File: src/rtl/load_writeback_unit.sv
// Multi-cycle load engine: word read over req/gnt/rvalid, byte/half/word extension, one-cycle RF write.
// Optional WAIT-state abort counter is compiled in when LOAD_TIMEOUT_EN is defined.
module load_writeback_unit #(
    parameter int RF_ADDR_W      = 5,
    parameter int TIMEOUT_CYCLES = 255
) (
    input  logic                 clk,
    input  logic                 reset,
    input  logic                 ld_valid,
    output logic                 ld_ready,
    input  logic [31:0]          ld_addr,
    input  logic [RF_ADDR_W-1:0] ld_rd,
    input  logic [2:0]           ld_funct3,
    output logic                 mem_req,
    output logic [31:0]          mem_addr,
    input  logic                 mem_gnt,
    input  logic                 mem_rvalid,
    input  logic [31:0]          mem_rdata,
    output logic [RF_ADDR_W-1:0] rf_rd,
    output logic [31:0]          rf_rd_din,
    output logic                 rf_write_enable,
    output logic                 busy,
    output logic                 misaligned_err,
    output logic                 timeout_err
);

    typedef enum logic [1:0] {S_IDLE, S_REQ, S_WAIT, S_WB} state_t;

    state_t                 state;
    state_t                 state_next;
    logic [31:0]            addr_q;
    logic [RF_ADDR_W-1:0]   rd_q;
    logic [2:0]             funct3_q;
    logic                   accept;
    logic                   bad_req;
    logic                   timeout_hit;
    logic                   misaligned_q;

    // Unknown funct3 or an access that straddles its natural alignment.
    function automatic logic is_bad(input logic [2:0] f3, input logic [1:0] lane);
        case (f3)
            3'd0, 3'd4: return 1'b0;
            3'd1, 3'd5: return lane[0];
            3'd2:       return lane != 2'b00;
            default:    return 1'b1;
        endcase
    endfunction

    function automatic logic [31:0] extend_load(input logic [31:0] word,
                                                input logic [1:0]  lane,
                                                input logic [2:0]  f3);
        logic [7:0]  b;
        logic [15:0] h;
        b = 8'(word >> {lane, 3'b000});
        h = 16'(word >> {lane[1], 4'b0000});
        case (f3)
            3'd0:    return {{24{b[7]}}, b};
            3'd1:    return {{16{h[15]}}, h};
            3'd4:    return {24'h0, b};
            3'd5:    return {16'h0, h};
            default: return word;
        endcase
    endfunction

    assign accept  = ld_valid && (state == S_IDLE);
    assign bad_req = is_bad(ld_funct3, ld_addr[1:0]);

`ifdef LOAD_TIMEOUT_EN
    localparam int CNT_W = $clog2(TIMEOUT_CYCLES + 1);
    localparam logic [CNT_W-1:0] WAIT_LAST = CNT_W'(TIMEOUT_CYCLES - 1);

    logic [CNT_W-1:0] wait_cnt;
    logic             timeout_q;

    always_ff @(posedge clk) begin
        if (reset) begin
            wait_cnt  <= '0;
            timeout_q <= 1'b0;
        end else begin
            timeout_q <= timeout_hit;
            if (state == S_REQ && mem_gnt)
                wait_cnt <= '0;
            else if (state == S_WAIT)
                wait_cnt <= wait_cnt + 1'b1;
        end
    end

    assign timeout_hit = (state == S_WAIT) && !mem_rvalid && (wait_cnt == WAIT_LAST);
    assign timeout_err = timeout_q;
`else
    logic [31:0] timeout_cfg_unused;
    assign timeout_cfg_unused = 32'(TIMEOUT_CYCLES);
    assign timeout_hit = 1'b0;
    assign timeout_err = 1'b0;
`endif

    always_ff @(posedge clk) begin
        if (reset)
            state <= S_IDLE;
        else
            state <= state_next;
    end

    always_comb begin
        state_next = state;
        case (state)
            S_IDLE: if (accept && !bad_req) state_next = S_REQ;
            S_REQ:  if (mem_gnt)            state_next = S_WAIT;
            S_WAIT: begin
                if (mem_rvalid)
                    state_next = S_WB;
                else if (timeout_hit)
                    state_next = S_IDLE;
            end
            S_WB:    state_next = S_IDLE;
            default: state_next = S_IDLE;
        endcase
    end

    always_comb begin
        ld_ready        = 1'b0;
        mem_req         = 1'b0;
        rf_write_enable = 1'b0;
        busy            = 1'b1;
        case (state)
            S_IDLE: begin
                ld_ready = 1'b1;
                busy     = 1'b0;
            end
            S_REQ:   mem_req = 1'b1;
            S_WB:    rf_write_enable = (rd_q != '0);
            default: ;
        endcase
    end

    assign mem_addr       = {addr_q[31:2], 2'b00};
    assign misaligned_err = misaligned_q;

    always_ff @(posedge clk) begin
        if (reset) begin
            addr_q       <= '0;
            rd_q         <= '0;
            funct3_q     <= '0;
            misaligned_q <= 1'b0;
        end else begin
            misaligned_q <= accept && bad_req;
            if (accept) begin
                addr_q   <= ld_addr;
                rd_q     <= ld_rd;
                funct3_q <= ld_funct3;
            end
        end
    end

    // Write-port fields are captured with the response and held until the next one.
    always_ff @(posedge clk) begin
        if (reset) begin
            rf_rd     <= '0;
            rf_rd_din <= '0;
        end else if (state == S_WAIT && mem_rvalid) begin
            rf_rd     <= rd_q;
            rf_rd_din <= extend_load(mem_rdata, addr_q[1:0], funct3_q);
        end
    end

endmodule

File: config.mk
export PLATFORM = sky130hd
export DESIGN_NAME = load_writeback_unit
export DESIGN_NICKNAME = d
export VERILOG_FILES = /design/src/rtl/load_writeback_unit.sv
export SDC_FILE = /design/constraint.sdc
export NUM_CORES = 1
export LEC_CHECK = 0
export ABC_AREA = 1
export CAP_MARGIN = 15
export CORE_AREA = 2 2 121 76
export CTS_CLUSTER_DIAMETER = 40
export CTS_CLUSTER_SIZE = 14
export DETAILED_ROUTE_END_ITERATION = 16
export DIE_AREA = 0 0 123 78
export GPL_TIMING_DRIVEN = 0
export PLACE_DENSITY = 0.94
export SKIP_LAST_GASP = 1
export SLEW_MARGIN = 10
export SYNTH_ARGS = -nofsm -noshare
export SYNTH_HDL_FRONTEND = slang
export SYNTH_SLANG_ARGS = --single-unit
File: constraint.sdc
create_clock -name clk -period 4 [get_ports clk]
set_input_delay 0.4 -clock clk [delete_from_list [all_inputs] [get_ports clk]]
set_output_delay 0.4 -clock clk [all_outputs]
set_load 0.01 [all_outputs]
==> run_results.csv, run 1 <==
group,metric,value,unit
worst_setup_path,cp_num_buf_inv,2,
hold_path,hold_depth,4,
worst_setup_path,worstPathCellList,"or2_2, o41ai_1, inv_1, clkdlybuf4s50_1",
floorplanning,die-area,0.00959,mm²
floorplanning,die_h,78,µm
floorplanning,core-area,0.00839,mm²
worst_setup_path,cpPeakStageDelay,0.49,ns
placement,postPlaceCellArea,0.00561,mm²
placement,port_buffers,147,
cts,cts_inserted_buffers,9,
logic_synthesis,muxShareOfSynthArea,0,
flow_run,maxCapViolations,0,
worst_setup_path,r2r_start,"state[0]",
worst_setup_path,crit_family,"buffers and inverters",
cts,cts_max_level,3,
route,antenna_left,0,
run_status,status,"finished, final reports clean",
logic_synthesis,synth-simple-area-share,0.217,
worst_setup_path,critPathKind,"flop to primary output",
route,vias_per_cell,5.17,
power,irDropWorstVdd,257,µV
sta,slew_violations,0,
logic_synthesis,synth_top_area_cell,"dfxtp_1",
cells_and_area,layout_commonest_cell,"clkdlybuf4s50_1",
global_route,first_global_vias,4292,
cts,cts_tree,"yes",
global_route,grt_pass1_wl,20200,µm
worst_setup_path,crit_cells,4,
cells_and_area,num_antenna_cells,0,
cells_and_area,nFillCells,672,
worst_setup_path,r2r-end,"addr_q[31]",
cells_and_area,fin_util,0.703,
route,wirelength,13000,µm
sta,fin_crit_sh,0.554,
floorplanning,die_width,123,µm
cells_and_area,area_growth,47.9,%
worst_setup_path,ff2ff_path_depth,7,
cts,cts.sink_count,80,
placement,gp_congestion,0.960,
logic_synthesis,yosys_warnings,0,
cells_and_area,layout.nets,817,
power,leakage,0.00265,µW
cts,post-cts-setup-buffers,0,
worst_setup_path,cp_max_fo,3,
route,initialDrtViolationCount,308,
hold_path,hold_class,"input port to flop",
cells_and_area,drive_above_1_share,0.122,
sta,tightest_slew,0.585,ns
floorplanning,io-pin-count,152,
worst_setup_path,required,3.60,ns
sta,fmax,451,MHz
global_route,grt_use_total,0.273,
floorplanning,initial_core_util,0.476,
sta,setup_tns,0,ns
cts,ctsResizeCount,0,
logic_synthesis,ys_ff_latch,80,
worst_setup_path,rrSetupSlack,2.22,ns
worst_setup_path,crit_path_end,"rf_write_enable",
global_route,antenna_found_initial,0,
logic_synthesis,synth_cell_type_count,29,
logic_synthesis,syn_area,0.00399,mm²
logic_synthesis,ys_top_cells_by_area,"dfxtp_1 (40%), nor2_1 (12%), o21ai_0 (12%)",
logic_synthesis,synth_xor_area_frac,0,
cts,cts_max_path_buffers,2,
logic_synthesis,ys_seq_area_frac,0.401,
global_route,grt-ovfl-total,0,
global_route,grt_max_degree,14,
route,drc,0,
sta,post-route-min-period,2.22,ns
cts,clock_latency,0.34,ns
sta,rsz0062_at_grt,"no",
logic_synthesis,synth_top_family_by_area,"simple AND/OR/NAND/NOR gates",
route,wl_per_cell,15.2,µm
worst_setup_path,startpoint_type,"flop",
worst_setup_path,cp-startpoint,"rd_q[0]",
cts,holdBufCountCts,0,
cts,clk_pin_slew,0.06,ns
route,dr_total_vias,4408,
cells_and_area,final_cell_mix,"clkdlybuf4s50_1 (147), nor2_1 (126), o21ai_0 (94)",
sta,finClkSkew,0.00642,ns
sta,hold_viol,0,
sta,maxSlewHeadroom,0.610,
worst_setup_path,end_kind,"primary output",
logic_synthesis,netlist_instances,575,
logic_synthesis,synth_compound_area_frac,0.212,
logic_synthesis,synthAdderAreaFrac,0.0157,
placement,dp_hpwl,9890,µm
worst_setup_path,cp.arrival,1.82,ns
cells_and_area,fin_area,0.00590,mm²
logic_synthesis,synth_area_per_cell,6.94,µm²
logic_synthesis,synth.top_cell.area_share,0.401,
floorplanning,num_rows,26,
route,first_pass_iters,5,
worst_setup_path,cp_slowest_cell,"clkdlybuf4s50_1",
cts,ctsRootBufferMaster,"clkbuf_16",
power,pwr_density_cell,587,mW/mm²
sta,setup_viol,0,
## area by class of cell
cell class                 instances  area (µm²)  area share
buffer                            66         427      0.0723
clock buffer                      13         270      0.0458
clock inverter                     3        23.8     0.00403
inverter                          49         186      0.0316
multi-input combinational        382        1780       0.302
sequential                        80        1600       0.271
tap                              112         140      0.0237
timing repair buffer             147        1470       0.249
## state kept, by name, indices dropped and copies added, names as in the netlist
register / count
funct3_q: 3
rd_q: 5
addr_q: 32
state: 2
rf_rd_din: 32
misaligned_err: 1
rf_rd: 5
## cell usage after synthesis (all sizes together)
master and count:
a21o 7, a21oi 39, buf 55, clkbuf 11
clkinv 1, conb 1, dfxtp 80, ha 5
inv 48, nand2 83, nand3 5, nor2 126
nor3 2, o21ai 109, o22ai 1, o41ai 1
or2 1
## worst min-delay path: cells and delay by family
family,cells,cell delay (ns)
AO/OA/AOI/OAI,1,0.06
AND/OR/NAND/NOR,1,0.07
buffers and inverters,2,0.24
## worst min path at each step
stage / start / to / slack (ns)
3_5_place_dp: addr_q[30] / addr_q[30] / 0.47
5_1_grt: reset / rf_rd_din[22] / 0.50
4_1_cts: reset / rf_rd_din[17] / 0.45
3_3_place_gp: addr_q[20] / addr_q[20] / 0.46
6_report: reset / rf_rd_din[17] / 0.47
2_1_floorplan: addr_q[10] / addr_q[10] / 0.46
## routing by layer
| layer | track usage | part of all wire | wire, µm |
|---|---|---|---|
| met1 | 0.351 | 0.44 | 5690 |
| met5 | 0 | 0 | 0 |
| met2 | 0.427 | 0.44 | 5660 |
| met4 | 0.119 | 0.033 | 426 |
| met3 | 0.0787 | 0.093 | 1210 |
## where the power goes
group | switching [µW] | internal (µW) | total (µW)
combinational | 829 | 731 | 1560
sequential | 118 | 979 | 1100
clock | 333 | 474 | 807
total | 1280 | 2180 | 3460
## cells by family (layout without fill, tap and decap cells)
logic type / count (synthesis) / in the layout
other: 1 / 3
AND/OR/NAND/NOR: 217 / 217
flip-flops: 80 / 80
AO/OA/AOI/OAI: 157 / 157
buffers and inverters: 115 / 278
adder cells (fa/ha/maj): 5 / 5
## through the flow
step	hold WS [ns]	total power, µW	setup WS, ns	cells
after floorplan	0.456	2000	2.55	577
after CTS	0.451	3450	1.77	852
after detailed placement	0.474	2640	2.06	836
after global placement	0.464	2580	2.13	836
final	0.468	3460	1.78	852
after global routing	0.501	3670	1.71	852
Power figures use the tool's default switching activity.
==> inputs of run 2 (changes only) <==
--- a/config.mk
+++ b/config.mk
@@ -7,13 +7,13 @@
 export LEC_CHECK = 0
 export ABC_AREA = 1
 export CAP_MARGIN = 15
-export CORE_AREA = 2 2 121 76
+export CORE_AREA = 2 2 126 79
 export CTS_CLUSTER_DIAMETER = 40
 export CTS_CLUSTER_SIZE = 14
 export DETAILED_ROUTE_END_ITERATION = 16
-export DIE_AREA = 0 0 123 78
+export DIE_AREA = 0 0 128 81
 export GPL_TIMING_DRIVEN = 0
-export PLACE_DENSITY = 0.94
+export PLACE_DENSITY = 0.88
 export SKIP_LAST_GASP = 1
 export SLEW_MARGIN = 10
 export SYNTH_ARGS = -nofsm -noshare
==> constraint.sdc (replaced) <==
create_clock -name clk -period 2.22 [get_ports clk]
set_input_delay 0.222 -clock clk [delete_from_list [all_inputs] [get_ports clk]]
set_output_delay 0.222 -clock clk [all_outputs]
set_load 0.01 [all_outputs]
==> run_results.csv, run 2 (synthesized netlist as in run 1, its figures left out) <==
group,metric,value,unit
cells_and_area,final_cell_mix,"clkdlybuf4s50_1 (147), nor2_1 (126), o21ai_0 (94)",
cts,cts_max_path_buffers,2,
route,wl_per_cell,14.8,µm
floorplanning,die_width,128,µm
worst_setup_path,cp.arrival,1.79,ns
cts,cts_inserted_buffers,9,
flow_run,maxCapViolations,0,
cells_and_area,stdcell_count,860,
worst_setup_path,cp_num_buf_inv,2,
power,leakage,0.00266,µW
sta,worst_slack,0.203,ns
sta,maxSlewHeadroom,0.571,
cts,holdBufCountCts,0,
floorplanning,num_rows,28,
route,drc,0,
sta,tightest_slew,0.643,ns
floorplanning,initial_core_util,0.425,
route,dr_total_vias,4315,
floorplanning,core-area,0.00939,mm²
global_route,grt-ovfl-total,0,
cts,cts_max_level,3,
worst_setup_path,required,2.00,ns
worst_setup_path,cp_max_fo,3,
worst_setup_path,critPathKind,"flop to primary output",
cts,clock_latency,0.34,ns
global_route,grt_pass1_wl,19700,µm
route,initialDrtViolationCount,251,
sta,setup_tns,0,ns
power,p_switching,2320,µW
cts,ctsResizeCount,0,
sta,slew_violations,0,
worst_setup_path,worstPathCellList,"or2_2, o41ai_1, inv_1, clkdlybuf4s50_1",
power,pwr_density_cell,1080,mW/mm²
sta,post-route-min-period,2.02,ns
sta,setup_viol,0,
cts,ctsRootBufferMaster,"clkbuf_16",
floorplanning,die_h,81,µm
cells_and_area,drive_above_1_share,0.123,
route,first_pass_iters,7,
worst_setup_path,startpoint_type,"flop",
cells_and_area,largestRegisters,"addr_q (32), rf_rd_din (32)",
placement,gp_congestion,0.925,
placement,dp_slack,0.374,ns
cts,clk_pin_slew,0.07,ns
cells_and_area,fin_util,0.634,
placement,dp_hpwl,9760,µm
route,wirelength,12800,µm
placement,dpl.cell_count,844,
placement,port_buffers,147,
power,internal-power,4080,µW
cts,cts.sink_count,80,
global_route,first_global_vias,4114,
run_status,status,"finished, final reports clean",
global_route,grt_max_degree,16,
sta,rsz0062_at_grt,"no",
worst_setup_path,crit_family,"buffers and inverters",
hold_path,hold_class,"input port to flop",
worst_setup_path,cpPeakStageDelay,0.49,ns
sta,fmax,496,MHz
route,antenna_left,0,
power,pwr-share-comb,0.435,
route,vias_per_cell,5.02,
global_route,grt_use_total,0.247,
cts,post-cts-setup-buffers,0,
sta,finClkSkew,0.00642,ns
cells_and_area,area_growth,49.1,%
power,p_sw_frac,0.363,
worst_setup_path,end_kind,"primary output",
floorplanning,die-area,0.0104,mm²
power,power_frac_seq,0.307,
worst_setup_path,cp_slowest_cell,"clkdlybuf4s50_1",
power,p_clk_frac,0.258,
power,irDropWorstVdd,503,µV
cells_and_area,nFillCells,825,
cells_and_area,layout.nets,817,
cells_and_area,layout_commonest_cell,"clkdlybuf4s50_1",
cts,cts_tree,"yes",
global_route,antenna_found_initial,0,
cells_and_area,num_antenna_cells,0,
sta,fin_crit_sh,0.909,
sta,hold_viol,0,
floorplanning,io-pin-count,152,
[run 2: cell types whose count changed in the layout (fill, tap and decap cells not counted)]
cell	previous run	this run
inv_8	0	1
bufinv_16	0	2
clkbuf_8	3	0
clkinv_4	0	1
clkbuf_1	12	11
[run 2: worst reg2reg max path, delay by kind of cell (launching register included)]
kind / cells / cell delay [ns]
fa+ha+maj: 1 / 0.20
buf+inv: 3 / 0.80
simple gates: 3 / 0.41
flops: 1 / 0.34
[run 2: final timing paths]
check / cells past startpoint / from / end / slack (ns)
max reg2reg: 7 / state[0] / rf_rd[4] / 0.41
min reg2reg: 2 / addr_q[3] / addr_q[3] / 0.49
min: 4 / reset / rf_rd_din[21] / 0.27
max: 4 / rd_q[0] / rf_write_enable / 0.20
[run 2: cell type report]
type                    count  area, µm²  area share
plain buffers              66        427      0.0717
clock inverters             7        104      0.0175
flip-flops and latches     80       1600       0.269
repair buffers            147       1470       0.247
well taps                 120        150      0.0252
inverters                  49        186      0.0313
multi-input cells         382       1780       0.300
clock buffers               9        225      0.0379
[run 2: per-layer routing]
layer,share of wire,vias up,track usage,routed length [µm]
li1,-,2116,-,-
met1,0.46,1976,0.331,5850
met2,0.43,206,0.380,5510
met3,0.096,17,0.0784,1230
met4,0.013,0,0.0791,161
met5,0,-,0,0
[run 2: power by group through the flow]
| stage | Combinational, µW | Clock [µW] | Sequential (µW) |
|---|---|---|---|
| 5_1_grt | 3080 | 1720 | 2010 |
| 4_1_cts | 2770 | 1670 | 1970 |
| 2_1_floorplan | 1610 | 0 | 2000 |
| 3_5_place_dp | 2760 | 0 | 1990 |
| 3_3_place_gp | 2690 | 0 | 1970 |
| 6_report | 2780 | 1650 | 1970 |
[run 2: through the flow]
stage | instance area, µm² | hold WS [ns] | total power [µW]
finish | 5950 | 0.275 | 6400
global route | 5950 | 0.302 | 6800
CTS | 5950 | 0.263 | 6410
detailed placement | 5620 | 0.474 | 4750
global placement | 5620 | 0.465 | 4660
floorplan | 4000 | 0.387 | 3610
==> variant 1 (config.mk and constraints of run 1) <==
Add a define of `LOAD_TIMEOUT_EN`.
--- a/src/rtl/load_writeback_unit.sv
+++ b/src/rtl/load_writeback_unit.sv
@@ -1,5 +1,7 @@
 // Multi-cycle load engine: word read over req/gnt/rvalid, byte/half/word extension, one-cycle RF write.
 // Optional WAIT-state abort counter is compiled in when LOAD_TIMEOUT_EN is defined.
+`define LOAD_TIMEOUT_EN
+
 module load_writeback_unit #(
     parameter int RF_ADDR_W      = 5,
     parameter int TIMEOUT_CYCLES = 255
Formal check against the unedited RTL: same outputs for any inputs over 10 cycles, from zero or initial values and one cycle with reset high; that may be too few to reach the edited logic, so the function may still have changed.
==> variant 1 against run 1 <==
Sequential cell count is 9 higher. Power is 8.7% higher. Utilization is 4.5 points higher. First-iteration DRC count is 72% higher. Worst setup slack better by 0.17 ns. Routed wire length is 7.8% higher. Final area is 6.4% higher. Synthesized cell count is 5.6% higher. Combinational power is 4% higher. Clock skew is 0.0025 ns higher. Global-route usage is 2.5 points higher. Register-to-register slack better by 0.23 ns. Synthesized area is 8.6% higher.
==> variant 1: results <==
{
  "grt_max_degree": 17,
  "leakage_nw": 2.77,
  "hpwl_um": 10500,
  "met3_usage_pct": 10.7,
  "grt_pass1_wl_um": 22400,
  "nNetsFinal": 846,
  "synth_compound_area_share_pct": 21.8,
  "r2r_cells": 6,
  "gp_congestion": 0.985,
  "fin_skew_ns": 0.00894,
  "slew_headroom_pct": 65.2,
  "rrSetupSlack_ns": 2.45,
  "r2r_start": "addr_q[1]",
  "peakVddDrop_mv": 0.389,
  "grt_pass1_vias": 4517,
  "met1_usage_pct": 39.0,
  "yosys-top-cells-count": "nor2_1, dfxtp_1, nand2_1, o21ai_0, a21oi_1",
  "p_switching_w": 0.00138,
  "ys_types": 32,
  "status": "completed",
  "drt-initial-drc-count": 531,
  "drtPass1Iterations": 7,
  "crit_start": "rd_q[1]",
  "synthXorXnorAreaFrac_pct": 0.404,
  "top_regs": "addr_q x32, rf_rd_din x32, wait_cnt x8",
  "r2r_end": "rf_rd_din[27]",
  "placed_cell_area_um2": 5960,
  "seq_area_frac_synth_pct": 41.1,
  "grt_usage_pct": 29.9,
  "fill_cells": 636
}
-- variant 1: cell types whose count changed after synthesis, sizes merged, moves of 8 or more --
cell    before  now
a21oi       39   55
o21ai      109   93
nor2       126  112
nand3        5   15
dfxtp       80   89
o21bai       0    9
o211ai       0    8
-- variant 1: critical path, delay by kind of cell, from the launching register on --
kind / cells / cell delay (ns)
buffers and inverters: 2 / 0.50
flip-flops: 1 / 0.34
AND/OR/NAND/NOR: 3 / 0.47
-- variant 1: cells by family (layout without fill, tap and decap cells) --
group,after synthesis,in the layout
buf+inv,114,278
compound gates,174,174
xor+xnor,2,2
flops,89,89
simple gates,225,225
fa+ha+maj,2,2
other cells,1,2
-- variant 1: worst min path at each step --
stage / startpoint / end / slack [ns] / cells after the start
final: reset / misaligned_err / 0.46 / 2
after global routing: reset / rf_rd[3] / 0.49 / 2
after CTS: reset / rf_rd[3] / 0.44 / 2
after detailed placement: rf_rd[0] / rf_rd[0] / 0.46 / 2
after global placement: rf_rd[0] / rf_rd[0] / 0.46 / 2
after floorplan: rd_q[4] / rf_rd[4] / 0.45 / 2
-- variant 1: final cells by class --
class / count / area [um^2] / area share, %
clock inverter: 7 / 100 / 1.59
clock buffer: 9 / 225 / 3.58
buffer: 66 / 440 / 7.01
timing repair buffer: 148 / 1480 / 23.6
inverter: 48 / 185 / 2.95
tap: 112 / 140 / 2.23
multi-input combinational: 405 / 1930 / 30.7
sequential: 89 / 1780 / 28.3
-- variant 1: metal layers --
| metal | share of wire [%] | up-vias |
|---|---|---|
| li1 | - | 2255 |
| met1 | 42 | 2143 |
| met2 | 43 | 297 |
| met3 | 13 | 34 |
| met4 | 2.1 | 0 |
| met5 | 0 | - |
-- variant 1: power by group through the flow --
stage          clock network, W  logic, W  registers, W
3_5_place_dp                  0   0.00159       0.00122
2_1_floorplan                 0  0.000916       0.00122
6_report               0.000930   0.00163       0.00121
4_1_cts                0.000938   0.00160       0.00120
5_1_grt                0.000965   0.00177       0.00122
3_3_place_gp                  0   0.00154       0.00121
-- variant 1: through the flow --
stage	cells	hold WS (ns)	setup WS, ns
floorplan	608	0.449	2.74
global placement	868	0.460	2.15
detailed placement	868	0.456	2.08
CTS	884	0.442	1.94
global route	884	0.486	1.87
finish	884	0.463	1.95
==> variant 2 (settings of run 1) <==
Without the edit above. The 4 states of `state_t` get a one-hot encoding in 4 bits.
--- a/src/rtl/load_writeback_unit.sv
+++ b/src/rtl/load_writeback_unit.sv
@@ -24,7 +24,7 @@
     output logic                 timeout_err
 );
 
-    typedef enum logic [1:0] {S_IDLE, S_REQ, S_WAIT, S_WB} state_t;
+    typedef enum logic [3:0] {S_IDLE = 4'b0001, S_REQ = 4'b0010, S_WAIT = 4'b0100, S_WB = 4'b1000} state_t;
 
     state_t                 state;
     state_t                 state_next;
Behaviour: same outputs for any inputs over 10 cycles, from zero or initial values and one cycle with reset high; not proved beyond that.
==> variant 2 against run 1 <==
Count of clock-buffer cells in the layout fell by 4. Worst setup slack worse by 0.064 ns. Non-clock buffer count is 6 higher. Routed wire length down 5.6%. Final area rose by 1.3%. Combinational power fell by 24%. Power down 14%. Sequential cell count is 2 higher. Synthesized area grew 2.1%. Via count shrank 3.2%. Sequential share of layout area increased by 0.33 points. Largest cell class unchanged. Highest routed layer unchanged.
==> variant 2: results <==
{
  "status": "completed",
  "cpPeakStageDelay_ns": 0.55,
  "drtPass1Iterations": 4,
  "met1_usage_pct": 36.4,
  "critPathSlowestCell": "clkdlybuf4s50_1",
  "buf_share_pct": 32.6,
  "grt_max_degree": 15,
  "peakVddDrop_mv": 0.287,
  "drive_gt1_share_pct": 13.2,
  "grt_pass1_wl_um": 19600,
  "place_ws_ns": 2.09,
  "period_needed_ns": 2.28,
  "clk_share_pct": 4.94,
  "nNetsFinal": 805,
  "synth_cells": 569,
  "grt_usage_pct": 26.1,
  "hpwl_um": 9630,
  "crit_start": "state[3]",
  "insertion_delay_ns": 0.34,
  "fin_skew_ns": 0.00915,
  "met2_usage_pct": 40.3,
  "min_to": "misaligned_err",
  "r2r_cells": 9,
  "drt-initial-drc-count": 279,
  "multi_input_area_um2": 1750,
  "synthAdderAreaFrac_pct": 0,
  "grt_pass1_vias": 4038,
  "io_buffers": 146,
  "critPathCapture": "ld_ready",
  "seq_area_frac_synth_pct": 40.3,
  "register_area_um2": 1640,
  "gp_congestion": 0.946,
  "cts_made_buffers": 9,
  "inverters": 54,
  "fin_hold_ws_ns": 0.353,
  "num-multi-input-gates": 362,
  "ys_types": 25,
  "met3_usage_pct": 6.99,
  "ys_ff_latch": 82,
  "synth_compound_area_share_pct": 23.6,
  "synthXorXnorAreaFrac_pct": 0,
  "synth_top_cells_by_area": "dfxtp_1, nand2_1, a21oi_1, buf_4, o21ai_1",
  "multi_input_area_share_pct": 29.2,
  "cp_top_family": "buffers and inverters",
  "placed_cell_area_um2": 5680,
  "rrSetupSlack_ns": 2.42,
  "r2r_end": "rf_rd_din[4]",
  "n_all_buffers": 219,
  "fill_cells": 668,
  "arrival_ns": 1.88,
  "placed_cells": 829,
  "worst_slew_pin_slew_ns": 0.514,
  "avgViaCountPerCell": 5.05,
  "routedWlPerCell_um": 14.5,
  "min_path_cells": 2,
  "crit_fanout": 10
}
[variant 2: cell count changes after synthesis, moves of 5 or more]
| cell | run 1 | this run |
|---|---|---|
| o21ai_0 | 94 | 28 |
| nand3_1 | 4 | 39 |
| nor2_1 | 126 | 19 |
| o21ai_1 | 5 | 52 |
| o21ai_2 | 10 | 0 |
| nand2_1 | 78 | 109 |
| inv_2 | 3 | 14 |
| buf_4 | 36 | 42 |
| a21oi_1 | 39 | 76 |
| ha_1 | 5 | 0 |
| o21a_1 | 0 | 16 |
[variant 2: power breakdown]
| group | switching (W) | internal (W) |
|---|---|---|
| combinational | 0.000655 | 0.000528 |
| clock | 0.000330 | 0.000482 |
| sequential | 0.0000606 | 0.000926 |
[variant 2: routing by layer]
metal  vias up  part of all wire, %
met2       155                   43
met3        14                  8.4
li1       2140                    -
met4         0                  1.1
met1      1960                   47
met5         -                    0
